File: src/rtl/snitch_icache_refill_writer_if.sv
// Bus bundle between the icache refill writer, the miss handler, the memory
// side and the lookup stage's write port. The refill writer is the master.
interface snitch_icache_refill_writer_if #(
  parameter int unsigned FETCH_AW   = 32,
  parameter int unsigned LINE_WIDTH = 128,
  parameter int unsigned FILL_DW    = 64,
  parameter int unsigned SET_COUNT  = 2,
  parameter int unsigned LINE_COUNT = 128,
  parameter int unsigned ID_WIDTH   = 4
);
  localparam int unsigned LINE_ALIGN  = $clog2(LINE_WIDTH / 8);
  localparam int unsigned COUNT_ALIGN = $clog2(LINE_COUNT);
  localparam int unsigned SET_ALIGN   = $clog2(SET_COUNT);
  localparam int unsigned TAG_WIDTH   = FETCH_AW - LINE_ALIGN - COUNT_ALIGN;

  // Miss request from the miss handler
  logic [FETCH_AW-1:0]    miss_addr_i;
  logic [ID_WIDTH-1:0]    miss_id_i;
  logic                   miss_valid_i;
  logic                   miss_ready_o;

  // Line fetch towards memory
  logic [FETCH_AW-1:0]    mem_req_addr_o;
  logic                   mem_req_valid_o;
  logic                   mem_req_ready_i;

  // Response beats from memory
  logic [FILL_DW-1:0]     mem_rsp_data_i;
  logic                   mem_rsp_error_i;
  logic                   mem_rsp_last_i;
  logic                   mem_rsp_valid_i;
  logic                   mem_rsp_ready_o;

  // Line write into the lookup stage
  logic [COUNT_ALIGN-1:0] write_addr_o;
  logic [SET_ALIGN-1:0]   write_set_o;
  logic [LINE_WIDTH-1:0]  write_data_o;
  logic [TAG_WIDTH-1:0]   write_tag_o;
  logic                   write_error_o;
  logic                   write_valid_o;
  logic                   write_ready_i;

  // Completion and status
  logic                   done_o;
  logic [ID_WIDTH-1:0]    done_id_o;
  logic                   busy_o;

  modport master (
    input  miss_addr_i, miss_id_i, miss_valid_i,
           mem_req_ready_i,
           mem_rsp_data_i, mem_rsp_error_i, mem_rsp_last_i, mem_rsp_valid_i,
           write_ready_i,
    output miss_ready_o,
           mem_req_addr_o, mem_req_valid_o,
           mem_rsp_ready_o,
           write_addr_o, write_set_o, write_data_o, write_tag_o,
           write_error_o, write_valid_o,
           done_o, done_id_o, busy_o
  );

  modport slave (
    output miss_addr_i, miss_id_i, miss_valid_i,
           mem_req_ready_i,
           mem_rsp_data_i, mem_rsp_error_i, mem_rsp_last_i, mem_rsp_valid_i,
           write_ready_i,
    input  miss_ready_o,
           mem_req_addr_o, mem_req_valid_o,
           mem_rsp_ready_o,
           write_addr_o, write_set_o, write_data_o, write_tag_o,
           write_error_o, write_valid_o,
           done_o, done_id_o, busy_o
  );
endinterface

File: src/rtl/snitch_icache_refill_writer.sv
// Icache refill writer: takes one miss at a time, fetches the aligned line
// from memory beat by beat, and writes the assembled line into a round-robin
// victim set of the lookup stage.
module snitch_icache_refill_writer #(
  parameter int unsigned FETCH_AW   = 32,
  parameter int unsigned LINE_WIDTH = 128,
  parameter int unsigned FILL_DW    = 64,
  parameter int unsigned SET_COUNT  = 2,
  parameter int unsigned LINE_COUNT = 128,
  parameter int unsigned ID_WIDTH   = 4
) (
  input  logic clk_i,
  input  logic rst_ni,
  snitch_icache_refill_writer_if.master bus
);
  localparam int unsigned LINE_ALIGN  = $clog2(LINE_WIDTH / 8);
  localparam int unsigned COUNT_ALIGN = $clog2(LINE_COUNT);
  localparam int unsigned SET_ALIGN   = $clog2(SET_COUNT);
  localparam int unsigned TAG_WIDTH   = FETCH_AW - LINE_ALIGN - COUNT_ALIGN;
  localparam int unsigned BEATS       = LINE_WIDTH / FILL_DW;
  localparam int unsigned BEAT_W      = (BEATS > 1) ? $clog2(BEATS) : 1;
  localparam logic [BEAT_W-1:0] LAST_BEAT = BEAT_W'(BEATS - 1);

  typedef enum logic [1:0] {IDLE, REQ, RECV, WRITE} state_e;

  state_e                state_q, state_d;
  logic [FETCH_AW-1:0]   addr_q;
  logic [ID_WIDTH-1:0]   id_q;
  logic [LINE_WIDTH-1:0] data_q;
  logic [BEAT_W-1:0]     beat_q;
  logic                  err_q;
  logic [SET_ALIGN-1:0]  victim_q;

  logic beat_fire;
  logic beat_final;
  logic write_fire;

  assign beat_fire  = (state_q == RECV) && bus.mem_rsp_valid_i;
  assign beat_final = (beat_q == LAST_BEAT) || bus.mem_rsp_last_i;
  assign write_fire = (state_q == WRITE) && bus.write_ready_i;

  // FSM state register
  always_ff @(posedge clk_i or negedge rst_ni) begin
    if (!rst_ni) begin
      state_q <= IDLE;
    end else begin
      state_q <= state_d;
    end
  end

  // Next state and handshake outputs; valids depend on state only
  always_comb begin
    state_d             = state_q;
    bus.miss_ready_o    = 1'b0;
    bus.mem_req_valid_o = 1'b0;
    bus.mem_rsp_ready_o = 1'b0;
    bus.write_valid_o   = 1'b0;
    bus.done_o          = 1'b0;
    unique case (state_q)
      IDLE: begin
        bus.miss_ready_o = 1'b1;
        if (bus.miss_valid_i) state_d = REQ;
      end
      REQ: begin
        bus.mem_req_valid_o = 1'b1;
        if (bus.mem_req_ready_i) state_d = RECV;
      end
      RECV: begin
        bus.mem_rsp_ready_o = 1'b1;
        if (bus.mem_rsp_valid_i && beat_final) state_d = WRITE;
      end
      WRITE: begin
        bus.write_valid_o = 1'b1;
        bus.done_o        = bus.write_ready_i;
        if (bus.write_ready_i) state_d = IDLE;
      end
      default: state_d = IDLE;
    endcase
  end

  // Miss capture, line assembly, error tracking and victim rotation
  always_ff @(posedge clk_i or negedge rst_ni) begin
    if (!rst_ni) begin
      addr_q   <= '0;
      id_q     <= '0;
      data_q   <= '0;
      beat_q   <= '0;
      err_q    <= 1'b0;
      victim_q <= '0;
    end else begin
      if ((state_q == IDLE) && bus.miss_valid_i) begin
        addr_q <= bus.miss_addr_i;
        id_q   <= bus.miss_id_i;
        data_q <= '0;
        beat_q <= '0;
        err_q  <= 1'b0;
      end
      if (beat_fire) begin
        for (int unsigned k = 0; k < BEATS; k++) begin
          if (beat_q == BEAT_W'(k)) data_q[k*FILL_DW +: FILL_DW] <= bus.mem_rsp_data_i;
        end
        // A short line (early last) or an overlong one (no last on the final
        // slot) is flagged just like a memory-reported error.
        err_q  <= err_q | bus.mem_rsp_error_i
                | (bus.mem_rsp_last_i && (beat_q != LAST_BEAT))
                | (!bus.mem_rsp_last_i && (beat_q == LAST_BEAT));
        beat_q <= beat_q + 1'b1;
      end
      if (write_fire) begin
        victim_q <= victim_q + 1'b1;
      end
    end
  end

  assign bus.mem_req_addr_o = {addr_q[FETCH_AW-1:LINE_ALIGN], {LINE_ALIGN{1'b0}}};
  assign bus.write_addr_o   = addr_q[LINE_ALIGN +: COUNT_ALIGN];
  assign bus.write_tag_o    = addr_q[FETCH_AW-1 -: TAG_WIDTH];
  assign bus.write_set_o    = victim_q;
  assign bus.write_data_o   = data_q;
  assign bus.write_error_o  = err_q;
  assign bus.done_id_o      = id_q;
  assign bus.busy_o         = (state_q != IDLE);
endmodule

File: src/flat_wrapper.sv
// flat-port wrapper written by rule: the top's interface ports become plain ports
module snitch_icache_refill_writer_flat 
#(
  parameter int unsigned FETCH_AW   = 32,
  parameter int unsigned LINE_WIDTH = 128,
  parameter int unsigned FILL_DW    = 64,
  parameter int unsigned SET_COUNT  = 2,
  parameter int unsigned LINE_COUNT = 128,
  parameter int unsigned ID_WIDTH   = 4
)
  (clk_i, rst_ni, bus_miss_addr_i, bus_miss_id_i, bus_miss_valid_i, bus_mem_req_ready_i, bus_mem_rsp_data_i, bus_mem_rsp_error_i, bus_mem_rsp_last_i, bus_mem_rsp_valid_i, bus_write_ready_i, bus_miss_ready_o, bus_mem_req_addr_o, bus_mem_req_valid_o, bus_mem_rsp_ready_o, bus_write_addr_o, bus_write_set_o, bus_write_data_o, bus_write_tag_o, bus_write_error_o, bus_write_valid_o, bus_done_o, bus_done_id_o, bus_busy_o);
  snitch_icache_refill_writer_if #(.FETCH_AW(FETCH_AW), .LINE_WIDTH(LINE_WIDTH), .FILL_DW(FILL_DW), .SET_COUNT(SET_COUNT), .LINE_COUNT(LINE_COUNT), .ID_WIDTH(ID_WIDTH)) bus_i ();
  input  logic clk_i;
  input  logic rst_ni;
  input wire logic [$bits(bus_i.miss_addr_i)-1:0] bus_miss_addr_i;
  input wire logic [$bits(bus_i.miss_id_i)-1:0] bus_miss_id_i;
  input wire logic [$bits(bus_i.miss_valid_i)-1:0] bus_miss_valid_i;
  input wire logic [$bits(bus_i.mem_req_ready_i)-1:0] bus_mem_req_ready_i;
  input wire logic [$bits(bus_i.mem_rsp_data_i)-1:0] bus_mem_rsp_data_i;
  input wire logic [$bits(bus_i.mem_rsp_error_i)-1:0] bus_mem_rsp_error_i;
  input wire logic [$bits(bus_i.mem_rsp_last_i)-1:0] bus_mem_rsp_last_i;
  input wire logic [$bits(bus_i.mem_rsp_valid_i)-1:0] bus_mem_rsp_valid_i;
  input wire logic [$bits(bus_i.write_ready_i)-1:0] bus_write_ready_i;
  output wire logic [$bits(bus_i.miss_ready_o)-1:0] bus_miss_ready_o;
  output wire logic [$bits(bus_i.mem_req_addr_o)-1:0] bus_mem_req_addr_o;
  output wire logic [$bits(bus_i.mem_req_valid_o)-1:0] bus_mem_req_valid_o;
  output wire logic [$bits(bus_i.mem_rsp_ready_o)-1:0] bus_mem_rsp_ready_o;
  output wire logic [$bits(bus_i.write_addr_o)-1:0] bus_write_addr_o;
  output wire logic [$bits(bus_i.write_set_o)-1:0] bus_write_set_o;
  output wire logic [$bits(bus_i.write_data_o)-1:0] bus_write_data_o;
  output wire logic [$bits(bus_i.write_tag_o)-1:0] bus_write_tag_o;
  output wire logic [$bits(bus_i.write_error_o)-1:0] bus_write_error_o;
  output wire logic [$bits(bus_i.write_valid_o)-1:0] bus_write_valid_o;
  output wire logic [$bits(bus_i.done_o)-1:0] bus_done_o;
  output wire logic [$bits(bus_i.done_id_o)-1:0] bus_done_id_o;
  output wire logic [$bits(bus_i.busy_o)-1:0] bus_busy_o;
  assign bus_i.miss_addr_i = bus_miss_addr_i;
  assign bus_i.miss_id_i = bus_miss_id_i;
  assign bus_i.miss_valid_i = bus_miss_valid_i;
  assign bus_i.mem_req_ready_i = bus_mem_req_ready_i;
  assign bus_i.mem_rsp_data_i = bus_mem_rsp_data_i;
  assign bus_i.mem_rsp_error_i = bus_mem_rsp_error_i;
  assign bus_i.mem_rsp_last_i = bus_mem_rsp_last_i;
  assign bus_i.mem_rsp_valid_i = bus_mem_rsp_valid_i;
  assign bus_i.write_ready_i = bus_write_ready_i;
  assign bus_miss_ready_o = bus_i.miss_ready_o;
  assign bus_mem_req_addr_o = bus_i.mem_req_addr_o;
  assign bus_mem_req_valid_o = bus_i.mem_req_valid_o;
  assign bus_mem_rsp_ready_o = bus_i.mem_rsp_ready_o;
  assign bus_write_addr_o = bus_i.write_addr_o;
  assign bus_write_set_o = bus_i.write_set_o;
  assign bus_write_data_o = bus_i.write_data_o;
  assign bus_write_tag_o = bus_i.write_tag_o;
  assign bus_write_error_o = bus_i.write_error_o;
  assign bus_write_valid_o = bus_i.write_valid_o;
  assign bus_done_o = bus_i.done_o;
  assign bus_done_id_o = bus_i.done_id_o;
  assign bus_busy_o = bus_i.busy_o;
  snitch_icache_refill_writer #(.FETCH_AW(FETCH_AW), .LINE_WIDTH(LINE_WIDTH), .FILL_DW(FILL_DW), .SET_COUNT(SET_COUNT), .LINE_COUNT(LINE_COUNT), .ID_WIDTH(ID_WIDTH)) u_core (.clk_i(clk_i), .rst_ni(rst_ni), .bus(bus_i));
endmodule
File: config.mk
export PLATFORM = sky130hd
export DESIGN_NAME = snitch_icache_refill_writer_flat
export DESIGN_NICKNAME = d
export VERILOG_FILES = /design/src/rtl/snitch_icache_refill_writer_if.sv /design/src/rtl/snitch_icache_refill_writer.sv /design/src/flat_wrapper.sv
export SDC_FILE = /design/constraint.sdc
export NUM_CORES = 1
export LEC_CHECK = 0
export BUFFER_PORTS_ARGS = -buffer_cell sky130_fd_sc_hd__buf_4
export CAP_MARGIN = 20
export CORE_ASPECT_RATIO = 0.5
export CORE_MARGIN = 4
export CORE_UTILIZATION = 42
export DETAILED_ROUTE_END_ITERATION = 16
export PLACE_DENSITY = 0.83
export SLEW_MARGIN = 0
export SYNTH_ARGS = -nofsm -noshare
export SYNTH_HDL_FRONTEND = slang
export SYNTH_SLANG_ARGS = --single-unit
export TNS_END_PERCENT = 100
File: constraint.sdc
create_clock -name clk_i -period 1.6 [get_ports clk_i]
set_input_delay 0.08 -clock clk_i [delete_from_list [all_inputs] [get_ports clk_i]]
set_output_delay 0.08 -clock clk_i [all_outputs]
set_load 0.02 [all_outputs]
* Yosys cells after proc, flatten, opt, wreduce, memory -nomap -nowiden
Index checks and enable logic that the tools add are counted.
Widths: inputs -> output; s select.
** Storage, ports and cells
- Register bits after elaboration :: 169
- Bits of input ports :: 108
** Operators by class
- $add $sub $neg :: 2
- Equality and inequality tests :: 7
- Multiplexer cells :: 17
- Bitwise gates (word level) :: 4
- Reductions and logical operators :: 12
** Operators with widths (number)
- $mux 128 :: 2
- $mux 64 :: 2
- $mux 1 :: 8
- $mux 2 :: 4
- $ne 2x2->1 const B :: 4
- $pmux 2 s4 :: 1
- $logic_and 1x1->1 :: 6
- $eq 2x2->1 const B :: 2
- $reduce_and 4->1 :: 1
- $reduce_bool 2->1 :: 2
- $or 1x1->1 :: 3
- $add 1x1->1 const B :: 2
- $eq 2x1->1 const B :: 1
- $logic_not 2->1 :: 1
- $logic_not 1->1 :: 1
- $logic_or 1x1->1 :: 1
- $not 1->1 :: 1

* Logic depth before layout (Yosys ltp)
- Word-level depth :: 5
- Depth in mapped cells :: 8
- Mapped depth without buffers :: 5

* Least setup slack after synthesis
OpenSTA, ideal clock, no wires.
- Path kind :: flip-flop to flip-flop
- From :: register u_core.state_q[0]
- To :: register u_core.data_q[18] (netlist: u_core.bus.write_data_o[18])
- Library setup time :: 133 ps
- Arrival time :: 1566 ps
- Setup slack :: -99 ps
- Cell stages (with the launch flop) :: 7
- Clock period less this slack :: 1699 ps
- Path through :: dfrtp_1 > inv_1 > ha_1 > and3b_1 > buf_4 > clkbuf_1 > o21ai_0
** Between the ends
- Word-level cells in the longest chain between the ends :: 5
- Elaborated cells on any way between the ends :: 7
- Those cells by class :: eq/ne (1); mux (3); reduce/logical (3)
** Ends and longest elaborated chain
- start: declaration :: RTL line snitch_icache_refill_writer.sv:26 : state_e state_q, state_d;
- start signal: assignment :: RTL line snitch_icache_refill_writer.sv:47 : state_q <= state_d;
- $logic_not 2->1 :: RTL line snitch_icache_refill_writer.sv:91 : if ((state_q == IDLE) && bus.miss_valid_i) begin
- $logic_and 1x1->1 :: RTL line snitch_icache_refill_writer.sv:91
- $mux 128 :: RTL line snitch_icache_refill_writer.sv:91
- $mux 64 :: RTL line snitch_icache_refill_writer.sv:100 : if (beat_q == BEAT_W'(k)) data_q[k*FILL_DW +: FILL_DW] <= bus.mem_rsp_data_i;
- $mux 128 (*) :: RTL line snitch_icache_refill_writer.sv:98 : if (beat_fire) begin
- end signal: indexed assignment :: RTL line snitch_icache_refill_writer.sv:100
- end: declaration :: RTL line snitch_icache_refill_writer.sv:29 : logic [LINE_WIDTH-1:0] data_q;
Mark *: on every way between the ends. The rest lies on a longest branch, timed or not.
A chain may end at the register's enable or synchronous reset.

* Worst setup path in the final report
- From :: register u_core.state_q[0]
- To :: register u_core.data_q[12] (netlist: u_core.bus.write_data_o[12])
The elaborated chain is that of the path after synthesis.

==> flow_summary.yaml <==
status:
  status: "finished, violations left"
  failed_checks: "setup timing"
clock_network:
  cts-buffers-inserted: 17
  cts_tree: "done"
  cts.htree.levels: 4
  root_buffer: "clkbuf_16"
  clk_pin_slew_ns: 0.07
  clk_latency_ns: 0.41
  clkSinkCount: 165
  cts_max_path_buffers: 2
timing:
  max_freq_mhz: 600
  tns_ns: -1.09
  rsz0062_at_grt: "yes"
  finalMaxSlewViolations: 0
  period_share: 1.04
  hold_viol: 0
  whs_ns: 0.0484
  period_needed_ns: 1.67
  slew_headroom: 0.636
  setup_ws_ns: -0.0673
  fin_skew_ns: 0.0124
  tightest_slew_ns: 0.546
  setup_viol: 42
synthesis:
  netlist_instances: 688
  syn_avg_cell_area_um2: 9.86
  ys_warn_count: 0
  yosysUniqueCellTypes: 27
  synth.yosys.seq_area_share: 0.609
  syn_area_um2: 6780
  synth.ff_latch_count: 165
layout:
  n_antenna_cell: 0
  layout_commonest_cell: "buf_4"
  drive_gt1_frac: 0.389
  layoutNonFillerInstCount: 1293
  final_cell_area_um2: 11200
  fill_cells: 937
  layout_common_cells: "buf_4, nand2_1, dfrtp_1, dlygate4sd3_1, nand3_1"
  final_util: 0.715
  final_nets: 1189
  area_growth_pct: 64.6
floorplan:
  die_h_um: 97.9
  fp.coreArea_um2: 15600
  ios: 308
  num_rows: 32
  dieArea_um2: 18400
  initial_core_util: 0.434
  die_w_um: 188
global_route:
  grt_remaining_overflow: 0
  grt_pass1_vias: 6946
  grt_usage: 0.246
  grt_pass1_wl_mm: 36.6
  grt_max_degree: 54
  antenna_found_initial: 0
placement:
  io_buffer_count: 299
  place_area_um2: 9230
  place.gp.congestion: 0.827
  dpl.hpwl_mm: 14.5
  place_ws_ns: -0.0598
  dp.cells: 1146
detailed_routing:
  met1_length_mm: 9.21
  detail_route.wl_per_cell_um: 19.0
  via_count: 6662
  wl_mm: 24.6
  wl_met2_mm: 12.5
  via_per_inst: 5.15
  wl_met3_mm: 1.31
  highest_layer: "met4"
  drc: 0
  antenna_left: 0
  drt_iter0_drc: 466
  dr.pass1.iters: 5
worst_setup_path:
  ff2ff_path_depth: 7
  startpoint: "u_core.state_q[0]$_DFFE_PN0P_"
  path_class: "reg2reg"
  critPathArrivalTime_ns: 1.99
  path_buf_inv: 3
  required_ns: 1.92
  endpoint_kind: "flop"
  worst-path-stages: 7
  rr_endpoint: "u_core.bus.write_data_o[12]$_DFF_PN0_"
  start_kind: "flop"
  worstPathMaxFanout: 26
  slowest_stage: "dfrtp_1"
  crit_path_end: "u_core.bus.write_data_o[12]$_DFF_PN0_"
  regToRegStartpoint: "u_core.state_q[0]$_DFFE_PN0P_"
  r2r_setup_slack_ns: -0.07
  slowest_delay_ns: 0.41
  cp_top_family: "buffers and inverters"
  crit_chain: "inv_2 -> ha_1 -> nand2_4 -> buf_12 -> buf_16 -> nand2_1 -> o21ai_0"
pwr:
  ir_drop_v: 0.00104
  power_density_nw_per_um2: 1920
  leakage_nw: 5.75
  total_power_mw: 21.5
hold_path:
  min_path_type: "in2reg"
  holdCritStartpoint: "bus_mem_rsp_last_i"
run:
  max-cap-violations: 0
-- cell families after synthesis --
logic type / after synthesis / synth area share
fa+ha+maj: 5 / 0.00923
xor+xnor: 2 / 0.00258
mux: 33 / 0.0548
other cells: 1 / 0.000553
simple gates: 334 / 0.200
compound gates: 69 / 0.0554
buf+inv: 79 / 0.0683
flops: 165 / 0.609
-- worst reg2reg max path: cells and delay by family, from the launching register on --
| family | cells | cell delay [ns] |
|---|---|---|
| buffers and inverters | 3 | 0.45 |
| flip-flops | 1 | 0.41 |
| AND/OR/NAND/NOR | 2 | 0.29 |
| adder cells (fa/ha/maj) | 1 | 0.26 |
| AO/OA/AOI/OAI | 1 | 0.18 |
-- final cells by class --
type                    instances  area [um^2]  share of cell area
flip-flops and latches        165         4130               0.370
repair buffers                442         3850               0.345
multi-input cells             447         2290               0.205
clock buffers                  18          429              0.0384
well taps                     204          255              0.0229
clock inverters                14          198              0.0177
inverters                       3         11.3             0.00101
-- repair_timing --
action | CTS | global route
buffers inserted | 4 | 7
pin swaps | 1 | 2
gates cloned | 0 | 5
gates resized for setup | 12 | 31
setup endpoints to repair | 49 | 122
hold endpoints to repair | 209 | 0
hold buffers | 99 | 0
-- power by group --
part	switching [mW]	leakage, nW	internal, mW
clock network	1.76	0.302	2.64
registers	1.04	2.15	5.70
logic	5.78	3.30	4.54
-- worst min-delay path by stage --
stage,endpoint,slack [ns],cells past startpoint
after floorplan,u_core.addr_q[10]$_DFFE_PN0P_,-0.22,0
after global placement,u_core.bus.write_set_o$_DFFE_PN0P_,0.08,1
after detailed placement,u_core.bus.write_set_o$_DFFE_PN0P_,0.08,1
after CTS,u_core.bus.write_error_o$_DFFE_PN0P_,0.04,4
after global routing,u_core.bus.write_set_o$_DFFE_PN0P_,0.07,3
final,u_core.bus.write_error_o$_DFFE_PN0P_,0.05,4
-- cell usage after synthesis (all sizes together) --
cell       n  share of area
and2       1        0.00092
and3b      1         0.0013
ha         5         0.0092
o21ai     66          0.049
mux2      33          0.055
nor3       2         0.0015
a2111oi    1         0.0041
a2bb2oi    1         0.0013
inv        3         0.0017
buf       59          0.057
nor2       1        0.00055
xor2       2         0.0026
dfrtp    165           0.61
and3       1        0.00092
nand2    259           0.14
clkbuf    17         0.0094
nor2b      3         0.0028
a21oi      1        0.00074
nand3     66          0.049
conb       1        0.00055
-- metal layers --
metal | vias to the layer above | track usage
li1 | 2970 | -
met1 | 3232 | 0.276
met2 | 350 | 0.443
met3 | 110 | 0.0421
met4 | 0 | 0.155
met5 | - | 0
-- flip-flops by register name, indices dropped and copies added (netlist names) --
name                      cells
u_core.bus.write_data_o     128
u_core.addr_q                28
u_core.bus.done_id_o          4
u_core.state_q                2
u_core.beat_q                 1
u_core.bus.write_error_o      1
u_core.bus.write_set_o        1
(Power assumes the default switching activity.)
